**src/rtl/mem_arbiter.sv**
```systemverilog
// rtl/mem_arbiter.sv - two-port (optionally three-port) round-robin arbiter in front of a single-access memory controller
// Optional save-state port: define MEM_ARBITER_SST_PORT_EN.
module mem_arbiter #(
    parameter int ADDR_BITS = 24,
    parameter int TIMEOUT   = 63
) (
    input  logic                 clk,
    input  logic                 reset,
    input  logic                 prg_req,
    input  logic [ADDR_BITS-1:0] prg_addr,
    input  logic                 prg_we,
    input  logic [7:0]           prg_wdata,
    input  logic                 chr_req,
    input  logic [ADDR_BITS-1:0] chr_addr,
    input  logic                 chr_we,
    input  logic [7:0]           chr_wdata,
`ifdef MEM_ARBITER_SST_PORT_EN
    input  logic                 sst_req,
    input  logic [ADDR_BITS-1:0] sst_addr,
    input  logic                 sst_we,
    input  logic [7:0]           sst_wdata,
    output logic                 sst_ack,
`endif
    output logic                 prg_ack,
    output logic                 chr_ack,
    output logic [7:0]           rdata,
    output logic                 err,
    output logic                 mem_req,
    output logic [ADDR_BITS-1:0] mem_addr,
    output logic                 mem_we,
    output logic [7:0]           mem_wdata,
    input  logic                 mem_ack,
    input  logic [7:0]           mem_rdata
);

    typedef enum logic [1:0] {
        S_IDLE  = 2'd0,
        S_ISSUE = 2'd1,
        S_WAIT  = 2'd2,
        S_DONE  = 2'd3
    } state_t;

    localparam logic [1:0] OWN_PRG = 2'd0;
    localparam logic [1:0] OWN_CHR = 2'd1;
`ifdef MEM_ARBITER_SST_PORT_EN
    localparam logic [1:0] OWN_SST = 2'd2;
`endif
    localparam logic [7:0] TIMEOUT_LAST = 8'(TIMEOUT - 1);

    state_t                 r_state;
    state_t                 w_next_state;
    logic [1:0]             r_owner;
    logic                   r_last_chr;
    logic [7:0]             r_wait_cnt;
    logic                   r_timeout;
    logic [7:0]             r_rdata;
    logic [ADDR_BITS-1:0]   r_mem_addr;
    logic                   r_mem_we;
    logic [7:0]             r_mem_wdata;

    logic                   w_grant_valid;
    logic [1:0]             w_grant;
    logic [ADDR_BITS-1:0]   w_grant_addr;
    logic                   w_grant_we;
    logic [7:0]             w_grant_wdata;
    logic                   w_timeout_hit;

    assign w_timeout_hit = (r_wait_cnt == TIMEOUT_LAST);

    // Contention between prg and chr goes to whoever was not served last.
    always_comb begin
        w_grant_valid = 1'b0;
        w_grant       = OWN_PRG;
        if (prg_req && chr_req) begin
            w_grant_valid = 1'b1;
            w_grant       = r_last_chr ? OWN_PRG : OWN_CHR;
        end else if (prg_req) begin
            w_grant_valid = 1'b1;
            w_grant       = OWN_PRG;
        end else if (chr_req) begin
            w_grant_valid = 1'b1;
            w_grant       = OWN_CHR;
        end
`ifdef MEM_ARBITER_SST_PORT_EN
        else if (sst_req) begin
            w_grant_valid = 1'b1;
            w_grant       = OWN_SST;
        end
`endif
    end

    always_comb begin
        w_grant_addr  = prg_addr;
        w_grant_we    = prg_we;
        w_grant_wdata = prg_wdata;
        case (w_grant)
            OWN_CHR: begin
                w_grant_addr  = chr_addr;
                w_grant_we    = chr_we;
                w_grant_wdata = chr_wdata;
            end
`ifdef MEM_ARBITER_SST_PORT_EN
            OWN_SST: begin
                w_grant_addr  = sst_addr;
                w_grant_we    = sst_we;
                w_grant_wdata = sst_wdata;
            end
`endif
            default: ;
        endcase
    end

    always_ff @(posedge clk or posedge reset) begin
        if (reset) begin
            r_state <= S_IDLE;
        end else begin
            r_state <= w_next_state;
        end
    end

    always_comb begin
        w_next_state = r_state;
        case (r_state)
            S_IDLE:  if (w_grant_valid) w_next_state = S_ISSUE;
            S_ISSUE: w_next_state = S_WAIT;
            S_WAIT:  if (mem_ack || w_timeout_hit) w_next_state = S_DONE;
            S_DONE:  w_next_state = S_IDLE;
            default: w_next_state = S_IDLE;
        endcase
    end

    always_ff @(posedge clk or posedge reset) begin
        if (reset) begin
            r_owner     <= OWN_PRG;
            r_last_chr  <= 1'b0;
            r_wait_cnt  <= 8'd0;
            r_timeout   <= 1'b0;
            r_rdata     <= 8'hFF;
            r_mem_addr  <= '0;
            r_mem_we    <= 1'b0;
            r_mem_wdata <= 8'd0;
        end else begin
            case (r_state)
                S_IDLE: begin
                    if (w_grant_valid) begin
                        r_owner     <= w_grant;
                        r_mem_addr  <= w_grant_addr;
                        r_mem_we    <= w_grant_we;
                        r_mem_wdata <= w_grant_wdata;
                        r_wait_cnt  <= 8'd0;
                        r_timeout   <= 1'b0;
                        // Save-state grants leave the prg/chr rotation untouched.
                        if (w_grant == OWN_CHR) begin
                            r_last_chr <= 1'b1;
                        end else if (w_grant == OWN_PRG) begin
                            r_last_chr <= 1'b0;
                        end
                    end
                end
                S_WAIT: begin
                    if (mem_ack) begin
                        r_rdata <= mem_rdata;
                    end else if (w_timeout_hit) begin
                        r_rdata   <= 8'hFF;
                        r_timeout <= 1'b1;
                    end else begin
                        r_wait_cnt <= r_wait_cnt + 8'd1;
                    end
                end
                default: ;
            endcase
        end
    end

    always_comb begin
        mem_req = (r_state == S_ISSUE);
        prg_ack = (r_state == S_DONE) && (r_owner == OWN_PRG);
        chr_ack = (r_state == S_DONE) && (r_owner == OWN_CHR);
`ifdef MEM_ARBITER_SST_PORT_EN
        sst_ack = (r_state == S_DONE) && (r_owner == OWN_SST);
`endif
        err     = (r_state == S_DONE) && r_timeout;
    end

    assign rdata     = r_rdata;
    assign mem_addr  = r_mem_addr;
    assign mem_we    = r_mem_we;
    assign mem_wdata = r_mem_wdata;

endmodule
```
**config.mk**
```make
export PLATFORM = sky130hd
export DESIGN_NAME = mem_arbiter
export DESIGN_NICKNAME = d
export VERILOG_FILES = /design/src/rtl/mem_arbiter.sv
export SDC_FILE = /design/constraint.sdc
export NUM_CORES = 1
export LEC_CHECK = 0
export ABC_AREA = 1
export CORE_UTILIZATION = 25
export CTS_CLUSTER_SIZE = 10
export DETAILED_ROUTE_END_ITERATION = 12
export PLACE_DENSITY = 0.62
export SLEW_MARGIN = 20
export SYNTH_ARGS = -nofsm -noshare
export SYNTH_HDL_FRONTEND = slang
export SYNTH_SLANG_ARGS = --single-unit
export TNS_END_PERCENT = 100
```
**constraint.sdc**
```tcl
create_clock -name clk -period 2.9 [get_ports clk]
set_input_delay 0.58 -clock clk [delete_from_list [all_inputs] [get_ports clk]]
set_output_delay 0.58 -clock clk [all_outputs]
set_load 0.005 [all_outputs]
```
==> results of run 1 <==
==> stage by stage <==
| stage | cells | worst slack [ns] |
|---|---|---|
| 6_report | 584 | 0.752 |
| 5_1_grt | 584 | 0.602 |
| 4_1_cts | 584 | 0.714 |
| 3_5_place_dp | 576 | 0.632 |
| 3_3_place_gp | 576 | 0.641 |
| 2_1_floorplan | 329 | 1.05 |
==> metal layers <==
metal | up-vias | global-route usage | share of wire
li1 | 1298 | - | -
met1 | 1142 | 0.166 | 0.43
met2 | 108 | 0.238 | 0.49
met3 | 4 | 0.0388 | 0.073
met4 | 0 | 0.0510 | 0.0074
met5 | - | 0 | 0
==> synthesized netlist by cell type <==
master / instances
dfstp_2: 8
nand2_1: 70
dfrtp_1: 45
inv_2: 5
clkbuf_1: 8
buf_2: 4
a21oi_4: 1
ha_1: 7
o21bai_1: 2
a21oi_1: 8
nand2_2: 5
o21ai_0: 40
nand2_4: 1
nor2_1: 51
nand3_1: 15
inv_1: 22
a21oi_2: 1
o21a_1: 1
or2_2: 1
nor3b_1: 1
xnor2_1: 1
o21ai_1: 31
nor3_1: 1
==> power breakdown <==
group          internal, mW  total, mW  switching (mW)
Sequential             1.09       1.28           0.188
Clock                 0.173      0.416           0.243
Combinational         0.882       1.66           0.781
==> cells by family (layout without fill, tap and decap cells) <==
logic type      after synthesis  in the layout  synth area share
fa+ha+maj                     7              7            0.0335
flops                        53             53             0.511
compound gates               84             84             0.169
xor+xnor                      1              1           0.00335
buf+inv                      39            161            0.0578
simple gates                145            145             0.226
==> final timing paths <==
check,cells past startpoint,end,from,slack [ns]
worst max-delay path,4,prg_ack,r_state[1]$_DFFE_PP0P_,0.75
worst min register to register,2,rdata[5]$_DFFE_PP1P_,rdata[5]$_DFFE_PP1P_,0.47
worst min-delay path,2,rdata[5]$_DFFE_PP1P_,rdata[5]$_DFFE_PP1P_,0.47
max in group asynchronous,3,rdata[7]$_DFFE_PP1P_,reset,1.68
min in group asynchronous,2,mem_addr[3]$_DFFE_PP0P_,reset,0.61
worst max register to register,7,mem_addr[15]$_DFFE_PP0P_,r_state[0]$_DFFE_PP0P_,1.01
==> final cells by class <==
cell class | instances | share of cell area
sequential | 53 | 0.327
clock inverter | 2 | 0.00337
inverter | 27 | 0.0248
tap | 133 | 0.0407
timing repair buffer | 126 | 0.310
clock buffer | 6 | 0.0178
multi-input combinational | 237 | 0.276
==> sequential cells by signal (all words and copies together), names as in the netlist <==
register and flops:
r_state 2, mem_we 1, mem_wdata 8, r_owner 1, r_timeout 1, mem_addr 24, r_wait_cnt 8, rdata 8
==> critical path, stage by stage, from the launching register on <==
cell and delay [ns]:
dfrtp_1 0.41, ha_1 0.22, inv_1 0.05, nor2_1 0.09
clkdlybuf4s50_1 0.50
==> impl_summary.md, run 1 <==
Floorplanning
The I/O pin count is ~120. The core box area is ~0.010 mm2. The die is 104 um wide. The site row count is 36. The initial utilization of the core area, before any placement, comes to 0.263.

In this run the vertical extent of the chip is 104 um. The floorplan step defined a die boundary enclosing approximately 0.011 mm2.

STA
The final number of hold-violating endpoints is 0. Dividing the final minimum period by the clock period gives 0.741. Setup repair after global routing left no endpoint under its margin. The highest achievable clock rate is 0.466 GHz.

On the final layout, the worst clock skew is 0.00845 ns. After routing, the total negative slack on setup checks comes to 0 ns. The final critical delay including setup and external delays is approximately 2.1 ns.

Setup violations remaining at the end of the flow were counted as 0. The hold slack is 0.468 ns. The final count of pins violating max slew is 0. The slew at the pin closest to its max-slew limit is 0.609 ns. The headroom to the max-slew limit is 0.593.

Global route
The total congestion overflow after global routing is 0. The first-pass GRT wire length is approximately 12000 um. In the global route stage, overall resource usage came out at 0.139.

The via count of the first global-routing pass is 2638. Entering global routing, the biggest net connects 35 pins. The number of antenna violations at the first check in global routing is 0.

Finish
The area of all sequential standard cells is 0.00134 mm2. In the final layout, the multi-input gates occupy between 0.001 and 0.0015 mm2. The share of final-layout standard cells stronger than drive strength 1 is 0.0732. 0 antenna diodes ended up in the layout.

The most frequent standard cell in the layout excluding fill and tap cells is clkdlybuf4s50_1. Measured on the finished design, the core utilization comes to 0.411. The filler cells instantiated in the layout total 1010.

After routing the design area is ~0.0041 mm2. The number of nets in the final layout is 536. Relative to the synthesized area, the layout overhead comes to 56.1%. In the layout the commonest cells are clkdlybuf4s50_1, nand2_1, nor2_1.

Yosys
The share of the yosys chip area belonging to registers is 0.511. The count of mapped cells out of synthesis is 329. The post-synthesis sequential element count is 53. The mapped cell area is 0.00262 mm2. The number of distinct library cells after synthesis is 23.

The synthesis warning total is 0. The cell type with the largest total area after synthesis is dfrtp_1. The number of nets in the synthesized netlist is 415.

After synthesis, the mean cell area works out to around 8.0 um2. Of the post-synthesis cell area, the dominant cell type holds 0.430. After synthesis, the cell types taking the most area are dfrtp_1, nand2_1, dfstp_2.

Critical path
The critical path launch point type is a register. The type of destination of the critical path is a primary output. The required time of the critical path is 2.32 ns. For the worst setup path, the data arrival time is 1.57 ns. The type of the worst setup path is reg -> out. The maximum fanout along the worst path is 4.

Drt
The count of unresolved DRC violations after routing is 0. The wire length per cell after detailed routing is approximately 12 um. The count of nets left with antenna violations once routing finished came out at 0. The number of violations reported at the end of detailed-routing iteration 0 is 91. The routed layout has 2552 vias. After detailed routing, the total wire length is 7180 um.

Dividing the detail-routed via count by the number of cells gives 4.37. The iteration count of the initial detailed-routing pass is 4.

Clock network
The TritonCTS sink count is between 50 and 60. TritonCTS created 5 clock buffers. The number of gates resized after CTS is 0.

Clock latency on the worst-skew pair, taken at its later pin, is about 0.3 ns. In this run the clock root is driven by a clkbuf_8. The post-CTS repair timing setup buffer count is 0. The level count of the clock H-tree is 2. In this run, post-CTS hold repair placed 0 buffers. After clock tree synthesis, the clock-pin slew on the worst setup and hold paths is 0.10 ns. TritonCTS built the clock tree. The clock passes through at most 2 buffers.

Hold path
The worst hold path belongs to the class reg -> reg.

Power
Summed over all cells, the static leakage comes to 1.79 nW. The power after layout is 3.36 mW. For this design the ratio of total power to cell area is about 820 mW/mm2. Across the VDD grid, the largest voltage drop is roughly 0.00028 V.

Placement
The count of buffers inserted at the top-level ports is between 100 and 150. The congestion estimate from routability-driven global placement came to about 0.78. The sum of net half-perimeters after detailed placement is 5270 um.

The placed standard-cell area is 0.00400 mm2.

Run status
The flow ran to the end, and the final reports show no timing, DRC or antenna violations.

Job
The number of violations of the max-capacitance limit is 0.
No activity file was read; power rests on OpenSTA's default activity.
==> inputs of run 2 (changes only) <==
==> constraint.sdc (replaced) <==
create_clock -name clk -period 2.05 [get_ports clk]
set_input_delay 0.41 -clock clk [delete_from_list [all_inputs] [get_ports clk]]
set_output_delay 0.41 -clock clk [all_outputs]
set_load 0.005 [all_outputs]
==> run 2 against run 1 <==
  * Critical path depth is the same
  * Worst hold slack lost 0.099 ns
  * Die area unchanged
  * Clock skew is 0.0021 ns lower
  * Cell count grew 1.0%
  * Utilization grew 0.75 points
  * First-iteration DRC count increased by 65%
  * Global-route usage shrank 0.067 points
  * Worst setup slack got worse by 0.65 ns
  * Critical path type unchanged
  * Sequential power increased by 41%
  * Sequential cell count unchanged
==> impl_summary.md, run 2 (synthesis gave the netlist of run 1 again) <==
Drt
The routed layout has 2609 vias. The number of violations reported at the end of detailed-routing iteration 0 is 150. In the routed design, unresolved DRC markers number 0. The iteration count of the initial detailed-routing pass is 4.

The wire length per cell after detailed routing is 12.3 um. The via count normalized by instance count is 4.42. The detail route stage leaves a number of antenna-violating nets equal to 0. The total routed wirelength is 7270 um.

STA
Across all hold checks on the routed design, the worst slack comes to 0.369 ns. The share of the clock period used by the worst path after layout is 0.949. Headroom to the max-slew limit came out at 0.599. At the pin with the least slew margin, the transition time is 0.600 ns. The final number of hold-violating endpoints came to 0. The highest achievable clock rate is 0.514 GHz.

Setup violations remaining at the end of the flow were counted as 0. The final count of pins violating max slew was 0. The worst setup margin is 0.104 ns. The worst clock skew is 0.00631 ns. The smallest clock period supported by the final layout is computed as 1.95 ns.

Floorplanning
The die covers 0.0109 mm2. The initial core utilization is 0.263. The horizontal extent of the die is 104 um. The floorplan die height is 104 um. The core box area is 0.00995 mm2.

The floorplan has 36 rows. Pin placement for this block handled 124 I/O pins.

Finish
In the final layout, the share of cells above drive strength 1 is 0.0853. For this run, the post-layout net count is between 500 and 600. The number of antenna diodes in the final layout is 0.

Summing all non-filler instances in the final layout gives an area of 0.00416 mm2. Compared with the post-synthesis result, the final layout area differs by 59.0%. The fill cell instance count of the final layout is 1000. Leaving out fill and tap cells, the most frequent cell in the layout is clkdlybuf4s50_1. The post-route non-filler standard cell count is 590. The library cells used most frequently in the layout, excluding fill and tap cells, are clkdlybuf4s50_1, nand2_1, nor2_1. The final core utilization is 0.418. The register with the most flip-flops in the layout has 24 of them.

Clock network
CTS built an H-tree with a depth of 2. The clock passes through at most 2 buffers. Clock tree synthesis inserted a total of 5 buffers.

The clock network latency to the later pin of the worst-skew pair is about 0.3 ns. In this run the clock root is driven by a clkbuf_8. Clock tree synthesis found a total of between 50 and 60 sinks. Clock-pin slew was measured on the worst setup and hold paths at 0.10 ns. The clock tree from TritonCTS is done.

Placement
The minimum setup slack after placement is 0.161 ns. Routability-driven placement finished with a final weighted congestion of around 0.8. The placed standard-cell area is 0.00402 mm2. The count of buffers inserted at the top-level ports is 123. The post-placement cell count is slightly below 600. The sum of net half-perimeters after detailed placement is 5340 um.

Power
The proportion of power drawn by flip-flops and latches is 0.364. Of the total power, the share spent switching nets is 0.346. The share of total power dissipated in the clock network is 0.147. VDD sags by at most 0.000387 V. Of the total power, combinational logic draws 0.489.

The ratio of total power to cell area is roughly 1200 mW/mm2. The internal power of the cells totals between 3 and 4 mW. Summed over all nets, the switching power comes to 1.72 mW. The leakage power total is 1.84 nW.

Global route
The first global-routing pass estimated 12500 um of wire. The number of antenna violations at the first check in global routing is 0. The total congestion overflow after global routing is 0. The maximum number of pins on one net before global-route repair is 35.

The via count of the first global-routing pass is 2656. The global-route usage over all layers is 0.139.

Critical path
The internal reg-to-reg setup slack is 0.29 ns. The critical path startpoint is r_state[1]$_DFFE_PP0P_. Measured in cells, the most critical reg-to-reg path has a length of 12. In this run the critical register-to-register path is captured at r_wait_cnt[7]$_DFFE_PP0P_.

The critical path launch point type is a register. The capture point of the critical path is prg_ack. The type of the worst setup path is reg -> out. The required time of the critical path is 1.64 ns. At the worst endpoint, the arrival time is 1.54 ns.

Along the worst path, the maximum fanout reaches 4. The startpoint of the worst-slack reg-to-reg timing path is r_state[0]$_DFFE_PP0P_. STA classifies the critical path endpoint as a primary output.

Run status
The run finished with clean final reports.

Hold path
The path category of the worst min-delay check is in -> async.

Job
Max-cap violations in this run came to 0.
run 2: changes by cell type in the layout (fill, tap and decap cells not counted):
cell and change:
clkinv_2 -1, inv_6 -1, buf_4 +6, clkbuf_8 +1, bufinv_16 +1
run 2: routing by layer:
metal,wire (um),global-route usage,part of all wire,vias up
met5,0,0,0,-
met1,3100,0.166,0.43,1196
li1,-,-,-,1311
met4,88,0.0357,0.012,0
met2,3530,0.242,0.49,94
met3,548,0.0401,0.075,8
run 2: worst min path at each step:
stage                         startpoint  slack (ns)                  endpoint  cells past startpoint
floorplan           rdata[0]$_DFFE_PP1P_        0.45      rdata[0]$_DFFE_PP1P_                      2
global placement    rdata[0]$_DFFE_PP1P_        0.45      rdata[0]$_DFFE_PP1P_                      2
detailed placement  rdata[0]$_DFFE_PP1P_        0.46      rdata[0]$_DFFE_PP1P_                      2
CTS                                reset        0.37  mem_addr[12]$_DFFE_PP0P_                      2
global route                       reset        0.39  mem_addr[12]$_DFFE_PP0P_                      2
finish                             reset        0.37  mem_addr[12]$_DFFE_PP0P_                      2
run 2: timing repair:
item	CTS	global route
hold buffers	0	0
setup endpoints to repair	0	3
resized for setup	0	0
hold endpoints to repair	0	0
buffers inserted	0	4
run 2: through the flow:
step / setup TNS [ns] / power, mW
finish: 0 / 4.96
detailed placement: 0 / 4.23
CTS: 0 / 4.99
floorplan: 0 / 2.90
global route: -0.00200 / 5.40
global placement: 0 / 4.17
run 2: worst max-delay path: stages (launching register included):
cell             delay, ns
dfrtp_1               0.40
ha_1                  0.21
inv_1                 0.05
nor2_1                0.08
clkdlybuf4s50_1       0.50
run 2: power by group through the flow:
stage          clock, mW  sequential, mW  combinational, mW
3_5_place_dp           0            1.83               2.40
6_report           0.731            1.81               2.43
5_1_grt            0.802            1.87               2.72
4_1_cts            0.763            1.82               2.41
2_1_floorplan          0            1.83               1.07
3_3_place_gp           0            1.82               2.35
run 2: area by class of cell:
| class | count | area [um2] | area share |
|---|---|---|---|
| Clock buffer | 7 | 86.3 | 0.0207 |
| Clock inverter | 1 | 30.0 | 0.00722 |
| Inverter | 27 | 101 | 0.0244 |
| Multi-Input combinational cell | 237 | 1130 | 0.271 |
| Sequential cell | 53 | 1340 | 0.321 |
| Tap cell | 133 | 166 | 0.0400 |
| Timing Repair Buffer | 132 | 1310 | 0.315 |
==> inputs of run 3 (changes only) <==
--- a/config.mk
+++ b/config.mk
@@ -6,10 +6,10 @@
 export NUM_CORES = 1
 export LEC_CHECK = 0
 export ABC_AREA = 1
-export CORE_UTILIZATION = 25
+export CORE_UTILIZATION = 41
 export CTS_CLUSTER_SIZE = 10
 export DETAILED_ROUTE_END_ITERATION = 12
-export PLACE_DENSITY = 0.62
+export PLACE_DENSITY = 0.89
 export SLEW_MARGIN = 20
 export SYNTH_ARGS = -nofsm -noshare
 export SYNTH_HDL_FRONTEND = slang
==> run 3 against run 2 <==
  * Worst hold slack better by 0.10 ns
  * Highest routed layer unchanged
  * Largest cell class unchanged
  * Maximum frequency down 1.3%
  * Register-to-register slack worse by 0.07 ns
  * Sequential share of layout area up 0.74 points
  * Combinational power about the same
==> impl_summary.md, run 3 (synthesis gave the netlist of run 1 again) <==
Run status
The run finished with clean final reports.

Floorplanning
The initial utilization of the core area, before any placement, comes to 0.434. The horizontal extent of the die is 81.9 um. The die is 81.9 um tall. 124 I/O pins were placed. The core box area is about 0.006 mm2. The floorplan has 28 rows. The floorplan step defined a die boundary enclosing 0.00671 mm2.

Finish
The area growth from synthesis to layout is 55.4%. Of the cells placed in the final design, the portion with a size suffix greater than 1 is 0.0877. The number of nets in the final layout is between 500 and 600.

The finished cells cover 0.00407 mm2. 0 antenna diodes ended up in the layout. The register with the most flip-flops in the layout has 24 of them.

In the layout the commonest cells are clkdlybuf4s50_1, nand2_1, nor2_1. The most frequent standard cell in the layout excluding fill and tap cells is clkdlybuf4s50_1.

Global route
The number of antenna violations at the first check in global routing is 0. The total congestion overflow after global routing is 0. For this run, the total global-route usage over all layers was measured as 0.227. The first-pass GRT wire length is 11700 um. The maximum number of pins on one net before global-route repair is 35. The via count of the first global-routing pass is 2597.

STA
The final critical delay including setup and external delays is 1.97 ns. The final number of hold-violating endpoints was 0. Across the routed clock network, the largest skew measured is ~0.013 ns. The final count of pins violating max slew is 0. The worst setup margin is ~0.08 ns. Setup violations remaining at the end of the flow were counted as 0.

The highest achievable clock rate is 0.507 GHz. The headroom to the max-slew limit is 0.611. Setup total negative slack on the finished layout was measured at 0 ns. Of the available clock period, the critical path in the final layout requires 0.961. At the pin with the least slew margin, the transition time is slightly below 0.6 ns. Setup repair after global routing left no endpoint under its margin. Hold timing on the final database bottoms out at a slack of ~0.47 ns.

Drt
After the first detailed-routing iteration, the DRC count stood at 154. The via count normalized by instance count is roughly 5. The iteration count of the initial detailed-routing pass is 4. The count of unresolved DRC violations after routing is 0.

Dividing the detail-routed wire length by the instance count gives 13.2 um. The count of nets left with antenna violations once routing finished came out at 0. The number of vias in the routed layout is 2645.

Summed over all layers, the routed wires come to 7030 um.

Critical path
The endpoint of the lowest-slack register-to-register path is r_owner[0]$_DFFE_PP0P_. The critical path is of the reg -> out type. The startpoint identified for the worst register-to-register timing path is r_state[0]$_DFFE_PP0P_. The setup check on the worst reg-to-reg path leaves a slack of 0.22 ns. Along the worst path, the maximum fanout reaches 4. STA puts the critical path data arrival time at 1.56 ns. The required time of the critical path is 1.64 ns. The worst setup path is captured at a primary output. Counting cells, the worst reg-to-reg path comes to 8.

The critical path launch point type is a register.

Clock network
The level count of the clock H-tree is 2. The clock tree buffer depth is 2. After clock tree synthesis, the clock-pin slew on the worst setup and hold paths is 0.09 ns. The TritonCTS sink count is 53.

The root cell of the clock tree is clkbuf_8. The clock tree from TritonCTS is done. The clock network latency to the later pin of the worst-skew pair is a little over 0.3 ns. The number of CTS-inserted buffers is 5.

Hold path
The tightest min-delay check is of the in -> async type.

Placement
The minimum setup slack after placement is between 0.1 and 0.15 ns. The sum of net half-perimeters after detailed placement is 5320 um. In this run the cell area measured after placement is 0.00394 mm2.

The routability congestion estimate is 0.904. In this run the tool buffered the top-level ports with 123 buffer cells.

Power
Power spread over the standard cell area amounts to 1220 mW/mm2. The worst-case IR drop observed on VDD is just over 0.0006 V. The power after layout is 4.95 mW. For this design the static power due to leakage is 1.83 nW.

Job
Max-cap violations in this run came to 0.
-- run 3: through the flow --
step | utilization | std cells
6_report | 0.675 | 531
4_1_cts | 0.672 | 529
3_5_place_dp | 0.653 | 521
3_3_place_gp | 0.653 | 521
2_1_floorplan | - | 329
5_1_grt | 0.675 | 531
-- run 3: final cells by class --
cell class              count  area (um2)
clock inverters             3        43.8
clock buffers               5        68.8
repair buffers            131        1290
fillers                   494        1960
well taps                  75        93.8
multi-input cells         237        1130
flip-flops and latches     53        1340
inverters                  27         101
-- run 3: per-layer routing --
metal | GRT usage | share of wire | vias to the layer above | wire length, um
met5 | 0 | 0 | - | 0
met4 | 0.0561 | 0.012 | 0 | 84
met3 | 0.0622 | 0.065 | 9 | 458
met2 | 0.398 | 0.51 | 87 | 3620
met1 | 0.275 | 0.41 | 1239 | 2870
li1 | - | - | 1310 | -
-- run 3: where the power goes --
group | switching, mW | internal (mW)
Clock | 0.355 | 0.366
Combinational | 1.13 | 1.29
Sequential | 0.270 | 1.54
Total | 1.75 | 3.20
-- run 3: timing repair --
| action | 4_1_cts | 5_1_grt |
|---|---|---|
| endpoints found under the setup margin | 0 | 3 |
| hold buffers | 0 | 0 |
| resized for setup | 0 | 1 |
| buffers inserted | 0 | 2 |
-- run 3: worst max-delay path, stage by stage, from the launching register on --
cell             delay [ns]
dfrtp_1                0.41
ha_2                   0.23
inv_1                  0.04
nor2_1                 0.07
clkdlybuf4s50_1        0.51
-- run 3: how the worst max path moves through the flow --
stage	from	end
after global placement	prg_req	r_owner[0]$_DFFE_PP0P_
after global routing	r_state[1]$_DFFE_PP0P_	prg_ack
after floorplan	reset	mem_addr[0]$_DFFE_PP0P_
after detailed placement	prg_req	r_owner[0]$_DFFE_PP0P_
final	r_state[1]$_DFFE_PP0P_	prg_ack
after CTS	r_state[0]$_DFFE_PP0P_	prg_ack
